### src/rtl/id_ex_stage_pkg.sv
// Shared definitions for the ID/EX stage and the 16-bit ALU: widths, opcodes,
// the latched ID/EX payload and the capture-time register read helper.
package id_ex_stage_pkg;

  localparam int unsigned DW  = 16;
  localparam int unsigned RA  = 4;
  localparam int unsigned IW  = 8;
  localparam int unsigned OPW = 3;
  localparam int unsigned SCW = 16;

  localparam logic [OPW-1:0] OP_AND = 3'b000;
  localparam logic [OPW-1:0] OP_OR  = 3'b001;
  localparam logic [OPW-1:0] OP_NOR = 3'b010;
  localparam logic [OPW-1:0] OP_ADD = 3'b011;
  localparam logic [OPW-1:0] OP_SUB = 3'b100;
  localparam logic [OPW-1:0] OP_SLT = 3'b101;

  typedef struct packed {
    logic [RA-1:0]  rs_addr;
    logic [RA-1:0]  rt_addr;
    logic [RA-1:0]  rd_addr;
    logic [OPW-1:0] alu_op;
    logic           wr_en;
    logic           use_imm;
    logic [DW-1:0]  imm_ext;
    logic [DW-1:0]  rs_data;
    logic [DW-1:0]  rt_data;
  } idex_payload_t;

  function automatic logic [DW-1:0] extend_imm(input logic [IW-1:0] imm,
                                               input logic          zext);
    logic [DW-IW-1:0] hi;
    hi = zext ? '0 : {(DW-IW){imm[IW-1]}};
    return {hi, imm};
  endfunction

  // Regfile read with write-through of the same-cycle MEM/WB write; r0 reads 0.
  function automatic logic [DW-1:0] read_wt(input logic [RA-1:0] addr,
                                            input logic [DW-1:0] rf_data,
                                            input logic          wb_wr_en,
                                            input logic [RA-1:0] wb_rd,
                                            input logic [DW-1:0] wb_data);
    logic [DW-1:0] res;
    if (addr == '0) begin
      res = '0;
    end else if (wb_wr_en && (wb_rd == addr)) begin
      res = wb_data;
    end else begin
      res = rf_data;
    end
    return res;
  endfunction

endpackage

### src/rtl/id_ex_stage_operand_fwd.sv
// Three-source priority bypass mux for one ALU operand: EX/MEM over MEM/WB
// over the latched register value, with r0 never forwarded and always zero.
module operand_fwd
  import id_ex_stage_pkg::*;
(
  input  logic [RA-1:0] addr_i,
  input  logic [DW-1:0] reg_data_i,
  input  logic          exm_wr_en_i,
  input  logic [RA-1:0] exm_rd_i,
  input  logic [DW-1:0] exm_data_i,
  input  logic          wb_wr_en_i,
  input  logic [RA-1:0] wb_rd_i,
  input  logic [DW-1:0] wb_data_i,
  output logic [DW-1:0] fwd_data_c_o
);

  logic addr_nz_c;
  logic exm_hit_c;
  logic wb_hit_c;

  assign addr_nz_c = (addr_i != '0);
  assign exm_hit_c = exm_wr_en_i && (exm_rd_i == addr_i) && addr_nz_c;
  assign wb_hit_c  = wb_wr_en_i && (wb_rd_i == addr_i) && addr_nz_c;

  always_comb begin
    fwd_data_c_o = '0;
    if (!addr_nz_c) begin
      fwd_data_c_o = '0;
    end else if (exm_hit_c) begin
      fwd_data_c_o = exm_data_i;
    end else if (wb_hit_c) begin
      fwd_data_c_o = wb_data_i;
    end else begin
      fwd_data_c_o = reg_data_i;
    end
  end

endmodule

### src/rtl/id_ex_stage.sv
// ID/EX pipeline register feeding the ALU: valid/ready handshake, flush,
// combinational operand forwarding from the held state, and a stall counter.
module id_ex_stage
  import id_ex_stage_pkg::*;
(
  input  logic           clk,
  input  logic           reset,
  input  logic           in_valid,
  output logic           in_ready,
  input  logic [RA-1:0]  rs_addr,
  input  logic [RA-1:0]  rt_addr,
  input  logic [RA-1:0]  rd_addr,
  input  logic [DW-1:0]  rs_data,
  input  logic [DW-1:0]  rt_data,
  input  logic [IW-1:0]  imm,
  input  logic           use_imm,
  input  logic           imm_zext,
  input  logic [OPW-1:0] alu_op_in,
  input  logic           wr_en_in,
  input  logic           flush,
  input  logic           ex_ready,
  input  logic           exm_wr_en,
  input  logic [RA-1:0]  exm_rd,
  input  logic [DW-1:0]  exm_data,
  input  logic           wb_wr_en,
  input  logic [RA-1:0]  wb_rd,
  input  logic [DW-1:0]  wb_data,
  output logic           out_valid,
  output logic [DW-1:0]  alu_a,
  output logic [DW-1:0]  alu_b,
  output logic [OPW-1:0] alu_op,
  output logic [RA-1:0]  rd_out,
  output logic           wr_en_out,
  output logic [SCW-1:0] stall_cycles
);

  idex_payload_t  pay_q, pay_d;
  logic           valid_q, valid_d;
  logic [SCW-1:0] stall_q, stall_d;

  logic           capture_c;
  logic           stall_c;
  logic [DW-1:0]  fwd_a_c;
  logic [DW-1:0]  fwd_b_c;

  assign in_ready  = !valid_q || ex_ready;
  assign capture_c = in_valid && in_ready && !flush;
  assign stall_c   = valid_q && !ex_ready && !flush;

  // Next-state for payload, valid flag and saturating stall counter.
  always_comb begin
    pay_d   = pay_q;
    valid_d = valid_q;
    stall_d = stall_q;

    if (capture_c) begin
      pay_d.rs_addr = rs_addr;
      pay_d.rt_addr = rt_addr;
      pay_d.rd_addr = rd_addr;
      pay_d.alu_op  = alu_op_in;
      pay_d.wr_en   = wr_en_in;
      pay_d.use_imm = use_imm;
      pay_d.imm_ext = extend_imm(imm, imm_zext);
      pay_d.rs_data = read_wt(rs_addr, rs_data, wb_wr_en, wb_rd, wb_data);
      pay_d.rt_data = read_wt(rt_addr, rt_data, wb_wr_en, wb_rd, wb_data);
    end

    if (flush) begin
      valid_d = 1'b0;
    end else if (capture_c) begin
      valid_d = 1'b1;
    end else if (valid_q && ex_ready) begin
      valid_d = 1'b0;
    end

    if (stall_c && (stall_q != '1)) begin
      stall_d = stall_q + SCW'(1);
    end
  end

  always_ff @(posedge clk) begin
    if (reset) begin
      pay_q   <= '0;
      valid_q <= 1'b0;
      stall_q <= '0;
    end else begin
      pay_q   <= pay_d;
      valid_q <= valid_d;
      stall_q <= stall_d;
    end
  end

  operand_fwd u_fwd_a (
    .addr_i       (pay_q.rs_addr),
    .reg_data_i   (pay_q.rs_data),
    .exm_wr_en_i  (exm_wr_en),
    .exm_rd_i     (exm_rd),
    .exm_data_i   (exm_data),
    .wb_wr_en_i   (wb_wr_en),
    .wb_rd_i      (wb_rd),
    .wb_data_i    (wb_data),
    .fwd_data_c_o (fwd_a_c)
  );

  operand_fwd u_fwd_b (
    .addr_i       (pay_q.rt_addr),
    .reg_data_i   (pay_q.rt_data),
    .exm_wr_en_i  (exm_wr_en),
    .exm_rd_i     (exm_rd),
    .exm_data_i   (exm_data),
    .wb_wr_en_i   (wb_wr_en),
    .wb_rd_i      (wb_rd),
    .wb_data_i    (wb_data),
    .fwd_data_c_o (fwd_b_c)
  );

  // Everything presented to the ALU is zeroed while the stage is empty.
  always_comb begin
    alu_a     = '0;
    alu_b     = '0;
    alu_op    = '0;
    rd_out    = '0;
    wr_en_out = 1'b0;
    if (valid_q) begin
      alu_a     = fwd_a_c;
      alu_b     = pay_q.use_imm ? pay_q.imm_ext : fwd_b_c;
      alu_op    = pay_q.alu_op;
      rd_out    = pay_q.rd_addr;
      wr_en_out = pay_q.wr_en;
    end
  end

  assign out_valid    = valid_q;
  assign stall_cycles = stall_q;

endmodule

### config.mk
export PLATFORM = sky130hd
export DESIGN_NAME = id_ex_stage
export DESIGN_NICKNAME = d
export VERILOG_FILES = /design/src/rtl/id_ex_stage_pkg.sv /design/src/rtl/id_ex_stage_operand_fwd.sv /design/src/rtl/id_ex_stage.sv
export SDC_FILE = /design/constraint.sdc
export NUM_CORES = 1
export LEC_CHECK = 0
export ABC_CLOCK_PERIOD_IN_PS = 4500
export CAP_MARGIN = 40
export CORE_UTILIZATION = 48
export DETAILED_ROUTE_END_ITERATION = 10
export HOLD_SLACK_MARGIN = 0.12
export PLACE_DENSITY = 0.83
export SYNTH_ARGS = -nofsm -noshare
export SYNTH_HDL_FRONTEND = slang
export SYNTH_SLANG_ARGS = --single-unit
### constraint.sdc
create_clock -name clk -period 4.5 [get_ports clk]
set_input_delay 0.9 -clock clk [delete_from_list [all_inputs] [get_ports clk]]
set_output_delay 0.9 -clock clk [all_outputs]
set_load 0.05 [all_outputs]
==> run summary, run 1 <==
Status = finished, final reports clean
Vias in the first global route = 4738
Synth cell types = 46
Crit path kind = input port to output port
Gp weighted congestion = 0.945
Post-Route WL = 14.9 mm
Cell Area, Synth = 4340 um^2
Main synth FF type = dfxtp_1
Least-Margin Pin Slew = 934 ps
Fmax achieved = 242 MHz
Global-route wire length before repair = 24.0 mm
Vias per Instance = 5.90
Seq/Total Area, Yosys = 0.346
Multi-input logic area = 2720 um^2
Initial core utilization = 0.498
CTS Sinks = 75
Pre-CTS setup slack = 404 ps
Post_cts resized = 0
Crit path DAT = 3230 ps
CP Buf/Inv Count = 2
Critical Path RT = 3600 ps
DR iter-0 viols = 262
Crit-path max FO = 9
Clk buf depth = 2
Synth Register Bits = 75
Avg Cell Area, Syn = 8.21 um^2
CTS tree = done
Post-DP HPWL = 11.1 mm
Area taken by flip-flops and latches = 1500 um^2
Leakage = 2.13 nW
Startpoint types = input port
Sum of negative setup slack = 0 ps
DRC = 0
Full die area = 9440 um^2
Largest stage delay, worst path = 620 ps
Post-synth EDFFs = 0
Max-slew headroom = 0.377
Crit share post-route = 0.918
Worst hold start = pay_q[56]$_SDFFE_PP0P_
Fill cell count = 618
Synth warnings = 0
Final setup viols = 0
Reg2Reg Depth = 7
Post-synthesis cell count = 529
DIE WIDTH = 97.1 um
Critical Path Start = wb_rd[1]
Later-pin clock latency in the skew report = 360 ps
Slowest CP cell = clkdlybuf4s50_1
Number of I/O pins = 163
Max-cap violations = 0
GRT Total Usage = 0.318
CTS buffer count = 9
Element type at the critical path end = output port
Final Util = 0.748
Final worst setup slack = 371 ps
Top delay family on crit path = simple AND/OR/NAND/NOR gates
Die height = 97.1 um
H-tree Lvls = 3
Hold Path Cell Cnt = 2
Slew Limit Fails = 0
Pwr dens = 237 nW/um^2
Largest net degree at the start of global routing = 33
Cell Rows = 34
Initial antenna violation count = 0
Layout cells sized above 1 = 0.123
Drt wl/cell = 18.6 um
Clock-pin slew on the worst setup and hold paths = 70 ps
CP cell instances = clkdlybuf4s50_1 -> xnor2_1 -> nand4_1 -> nor2_4 -> mux2i_1 -> o21ai_0 -> buf_12
Clock root cell = clkbuf_8
DR vias = 4716
Tmin final = 4130 ps
P&R area growth vs syn = 50.3%
Fin Clk Skew = 10.1 ps
Crit. path cell count = 7
Post-CTS Hold Fix Bufs = 0
Hold WC Path Type = flop to flop
Reg-to-Reg Start = out_valid$_SDFFE_PP0P_
Ys async rst share = 0
RSZ-0062 raised after global routing = no
CORE AREA = 8720 um^2
Port buffer count = 162
Post-CTS setup buffers = 0
Total global routing overflow = 0
Peak VDD IR = 0.174 mV
Hold violation total from the final report = 0
Pre-antenna DRT Iters = 5
Net Count, Synth = 635
Antenna viol nets, final = 0
Nets@finish = 792
N_diodes = 0
==> cell usage after synthesis (2+ instances only) <==
master / n / area (um^2)
a21oi_1: 30 / 150
nand3_1: 14 / 70.1
nand2_1: 92 / 345
xor2_1: 13 / 114
nand2b_1: 2 / 12.5
clkbuf_1: 19 / 71.3
buf_2: 4 / 20.0
nor2_1: 38 / 143
nor4_1: 3 / 18.8
nand3b_1: 2 / 15.0
buf_1: 3 / 11.3
a211oi_1: 10 / 75.1
a32oi_1: 8 / 70.1
and4_1: 2 / 17.5
and2_1: 11 / 68.8
dfxtp_1: 75 / 1500
xnor2_1: 22 / 193
inv_1: 4 / 15.0
nor3_1: 8 / 40.0
and3_1: 3 / 18.8
a211oi_2: 10 / 125
mux2i_1: 57 / 571
a22oi_1: 8 / 60.1
o2111ai_1: 3 / 26.3
o21ai_0: 56 / 280
nor4_4: 2 / 42.5
buf_6: 2 / 22.5
o21ai_1: 3 / 15.0
o41ai_1: 2 / 17.5
nand4_1: 7 / 43.8
==> routing by layer <==
layer  track usage  routed length [um]  vias up
met1         0.379                5750     2198
met3        0.0835                1600       43
met2         0.535                7090      275
met4         0.146                 443        0
li1              -                   -     2200
met5             0                   0        -
==> layout by cell type, fill, tap and decap left out, drive strengths merged, types with 8 or more instances in the layout <==
cell type        n
a32oi            8
clkbuf          12
xnor2           22
buf             46
nor2            39
a22oi            8
nand2           92
xor2            13
nand3           14
o21ai           59
clkdlybuf4s50  130
nor3             8
and2            12
dfxtp           75
a21oi           31
a211oi          20
mux2i           57
==> cell type report <==
type                       count  area share
clock buffer                  12      0.0253
timing repair buffer         176       0.298
clock inverter                 4     0.00728
sequential                    75       0.230
multi-input combinational    420       0.416
tap                          108      0.0207
inverter                       4     0.00230
==> report_power, final <==
| group | internal (mW) | leakage [nW] | switching, mW |
|---|---|---|---|
| clock | 0.300 | 0.108 | 0.257 |
| combinational | 0.142 | 1.42 | 0.136 |
| sequential | 0.689 | 0.611 | 0.0224 |
| total | 1.13 | 2.13 | 0.416 |
==> kinds of logic (layout without fill, tap and decap cells) <==
| kind of cell | count (synthesis) | count (layout) | synth area share |
|---|---|---|---|
| DFF | 75 | 75 | 0.346 |
| muxes | 57 | 57 | 0.131 |
| and+or+nand+nor | 191 | 191 | 0.208 |
| adders and majority gates | 1 | 1 | 0.00288 |
| buffers and inverters | 34 | 196 | 0.0386 |
| xor gates and xnor gates | 35 | 35 | 0.0706 |
| AOI/OAI and AO/OA | 136 | 136 | 0.203 |
==> path summary, 6_finish.rpt <==
path | endpoint | slack (ps)
setup / recovery | alu_b[1] | 370
hold / removal | pay_q[56]$_SDFFE_PP0P_ | 450
setup reg to reg | pay_q[14]$_SDFFE_PP0P_ | 2270
hold reg to reg | pay_q[56]$_SDFFE_PP0P_ | 450
==> worst reg2reg max path, stage by stage (launching register included) <==
cell	delay, ps
dfxtp_1	730
nand2b_1	270
nand3b_1	150
buf_4	300
nor2_1	130
o41ai_2	110
buf_4	270
o21ai_0	150
==> registers in the layout, indices dropped and copies added (netlist names) <==
| signal | count |
|---|---|
| out_valid | 1 |
| pay_q | 58 |
| stall_cycles | 16 |
==> stage by stage <==
step | cell area, um^2 | hold WS [ps] | cells | power, mW
after floorplan | 4340 | 419 | 529 | 0.842
after detailed placement | 6310 | 440 | 783 | 0.999
after global placement | 6310 | 432 | 783 | 0.992
after CTS | 6530 | 454 | 799 | 1.55
final | 6530 | 451 | 799 | 1.55
after global routing | 6530 | 473 | 799 | 1.60
(Power assumes the default switching activity.)
==> run 2: changes to the inputs <==
--- a/config.mk
+++ b/config.mk
@@ -6,11 +6,13 @@
 export NUM_CORES = 1
 export LEC_CHECK = 0
 export ABC_CLOCK_PERIOD_IN_PS = 4500
-export CAP_MARGIN = 40
+export CAP_MARGIN = 0
 export CORE_UTILIZATION = 48
 export DETAILED_ROUTE_END_ITERATION = 10
+export GPL_TIMING_DRIVEN = 0
 export HOLD_SLACK_MARGIN = 0.12
 export PLACE_DENSITY = 0.83
+export SLEW_MARGIN = 20
 export SYNTH_ARGS = -nofsm -noshare
 export SYNTH_HDL_FRONTEND = slang
 export SYNTH_SLANG_ARGS = --single-unit
==> run summary, run 2 (synthesis gave the netlist of run 1 again) <==
Status = finished, final reports clean (unchanged)
Top reg by flops = pay_q (unchanged)
Final setup viols = 0 (unchanged)
Global-route wire length before repair = 23.5 mm (was 24.0 mm)
Die height = 97.1 um (unchanged)
Total global routing overflow = 0 (unchanged)
CTS buffer count = 9 (unchanged)
Slew Limit Fails = 0 (unchanged)
Crit-path max FO = 8 (was 9)
Hold Path Cell Cnt = 2 (unchanged)
Drt wl/cell = 18.5 um (was 18.6 um)
CP Buf/Inv Count = 3 (was 2)
CTS Sinks = 75 (unchanged)
Crit path DAT = 3540 ps (was 3230 ps)
Vias in the first global route = 4697 (was 4738)
Commonest non-fill, non-tap cells in the layout = clkdlybuf4s50_1 (133), nand2_1 (92), dfxtp_1 (75), mux2i_1 (57), o21ai_0 (56) (was clkdlybuf4s50_1 (130), nand2_1 (92), dfxtp_1 (75), mux2i_1 (57), o21ai_0 (56))
Leakage = 2.29 nW (was 2.13 nW)
Power, Total = 1.62 mW (was 1.55 mW)
Slowest CP cell = clkdlybuf4s50_1 (unchanged)
N_diodes = 0 (unchanged)
Initial core utilization = 0.498 (unchanged)
CTS tree = done (unchanged)
Max-slew headroom = 0.277 (was 0.377)
Critical Path RT = 3600 ps (about the same)
Pre-antenna DRT Iters = 6 (was 5)
Nets@finish = 808 (was 792)
Layout cells sized above 1 = 0.0707 (was 0.123)
Antenna viol nets, final = 0 (unchanged)
Crit path kind = input port to output port (unchanged)
DR vias = 4765 (was 4716)
Post-DP HPWL = 11.6 mm (was 11.1 mm)
Peak VDD IR = 0.189 mV (was 0.174 mV)
Reg2Reg Depth = 6 (was 7)
Vias per Instance = 5.85 (was 5.90)
H-tree Lvls = 3 (unchanged)
Crit. path cell count = 7 (unchanged)
Worst hold slack = 456 ps (was 451 ps)
Startpoint types = input port (unchanged)
Clock power frac = 0.390 (was 0.360)
Crit share post-route = 0.986 (was 0.918)
Largest stage delay, worst path = 860 ps (was 620 ps)
Fin Clk Skew = 7.63 ps (was 10.1 ps)
DRC = 0 (unchanged)
Fmax achieved = 225 MHz (was 242 MHz)
CORE AREA = 8720 um^2 (unchanged)
DIE WIDTH = 97.1 um (unchanged)
Switching share of power = 0.262 (was 0.269)
DR iter-0 viols = 314 (was 262)
Sum of negative setup slack = 0 ps (unchanged)
Least-Margin Pin Slew = 1070 ps (was 934 ps)
CP cell instances = clkdlybuf4s50_1 -> xnor2_1 -> and4_1 -> buf_1 -> nand3_1 -> a32oi_1 -> clkdlybuf4s50_1 (was clkdlybuf4s50_1 -> xnor2_1 -> nand4_1 -> nor2_4 -> mux2i_1 -> o21ai_0 -> buf_12)
Initial antenna violation count = 0 (unchanged)
Pwr dens = 254 nW/um^2 (was 237 nW/um^2)
Commonest non-fill, non-tap cell in the layout = clkdlybuf4s50_1 (unchanged)
GRT Total Usage = 0.312 (was 0.318)
Worst path most repeated cell = clkdlybuf4s50_1
Top delay family on crit path = buffers and inverters (was simple AND/OR/NAND/NOR gates)
Combinational share of power = 0.173 (was 0.180)
Clock root cell = clkbuf_8 (unchanged)
Largest net degree at the start of global routing = 14 (was 33)
Number of I/O pins = 163 (unchanged)
Gp weighted congestion = 0.916 (was 0.945)
Full die area = 9440 um^2 (unchanged)
Clk buf depth = 2 (unchanged)
P&R area growth vs syn = 46.9% (was 50.3%)
R2R Setup Slk = 2380 ps (was 2270 ps)
Internal power = 1.19 mW (was 1.13 mW)
Tmin final = 4440 ps (was 4130 ps)
Number of flip-flops under the largest register name = 58 (unchanged)
Post-Route WL = 15.1 mm (was 14.9 mm)
Later-pin clock latency in the skew report = 350 ps (was 360 ps)
Hold WC Path Type = flop to flop (unchanged)
Cell Rows = 34 (unchanged)
Hold violation total from the final report = 0 (unchanged)
Element type at the critical path end = output port (unchanged)
Flop pwr share = 0.437 (was 0.460)
Port buffer count = 161 (was 162)
Sw power = 424 uW (was 416 uW)
Max-cap violations = 0 (unchanged)
Clock-pin slew on the worst setup and hold paths = 80 ps (was 70 ps)
-- run 2: cell types whose count changed in the layout (fill, tap and decap cells not counted), sizes merged, moves of 2 or more --
cell	before	now
buf	46	12
dlygate4sd2	0	17
clkbuf	12	28
dlymetal6s2s	0	10
clkdlybuf4s50	130	133
bufinv	1	3
-- run 2: cell type report --
type,instances,area (um^2)
timing repair buffer,162,1640
buffer,30,155
tap,108,135
clock buffer,9,124
clock inverter,7,116
sequential,75,1500
multi-input combinational,420,2700
inverter,4,15.0
fill,648,2340
-- run 2: tightest hold or removal path, stage by stage (launching register included) --
cell,delay [ps]
dfxtp_1,330
nand2_1,50
o21ai_0,50
-- run 2: path summary, 6_finish.rpt --
check / start / end
worst max-delay path: wb_rd[3] / alu_b[13]
worst min-delay path: pay_q[19]$_SDFFE_PP0P_ / pay_q[19]$_SDFFE_PP0P_
worst max register to register: out_valid$_SDFFE_PP0P_ / pay_q[6]$_SDFFE_PP0P_
worst min register to register: pay_q[19]$_SDFFE_PP0P_ / pay_q[19]$_SDFFE_PP0P_
-- run 2: routing by layer --
| metal | wire length (um) | global-route usage | share of wire | vias to the layer above |
|---|---|---|---|---|
| li1 | - | - | - | 2234 |
| met1 | 5940 | 0.361 | 0.39 | 2235 |
| met2 | 7060 | 0.538 | 0.47 | 265 |
| met3 | 1700 | 0.0950 | 0.11 | 31 |
| met4 | 356 | 0.121 | 0.024 | 0 |
| met5 | 0 | 0 | 0 | - |
-- run 2: repair_timing --
| item | in CTS | in global routing |
|---|---|---|
| hold buffers | 0 | 0 |
| endpoints found under the setup margin | 22 | 13 |
| buffers inserted | 0 | 1 |
| resized for setup | 21 | 12 |
| pin swaps | 0 | 1 |
-- run 2: power by group through the flow --
stage               clock, mW  combinational [mW]  sequential (mW)
finish                  0.631               0.281            0.707
global route            0.667               0.299            0.710
detailed placement          0               0.274            0.722
global placement            0               0.268            0.721
CTS                     0.632               0.276            0.706
floorplan                   0               0.123            0.718
-- run 2: metrics by stage --
stage          std cells  worst slack (ps)  utilization  area [um^2]
2_1_floorplan        529               670            -         4340
3_3_place_gp         798              -209        0.698         6090
3_5_place_dp         798              -266        0.699         6100
4_1_cts              814              11.0        0.725         6320
5_1_grt              815              -112        0.732         6380
6_report             815              61.8        0.732         6380
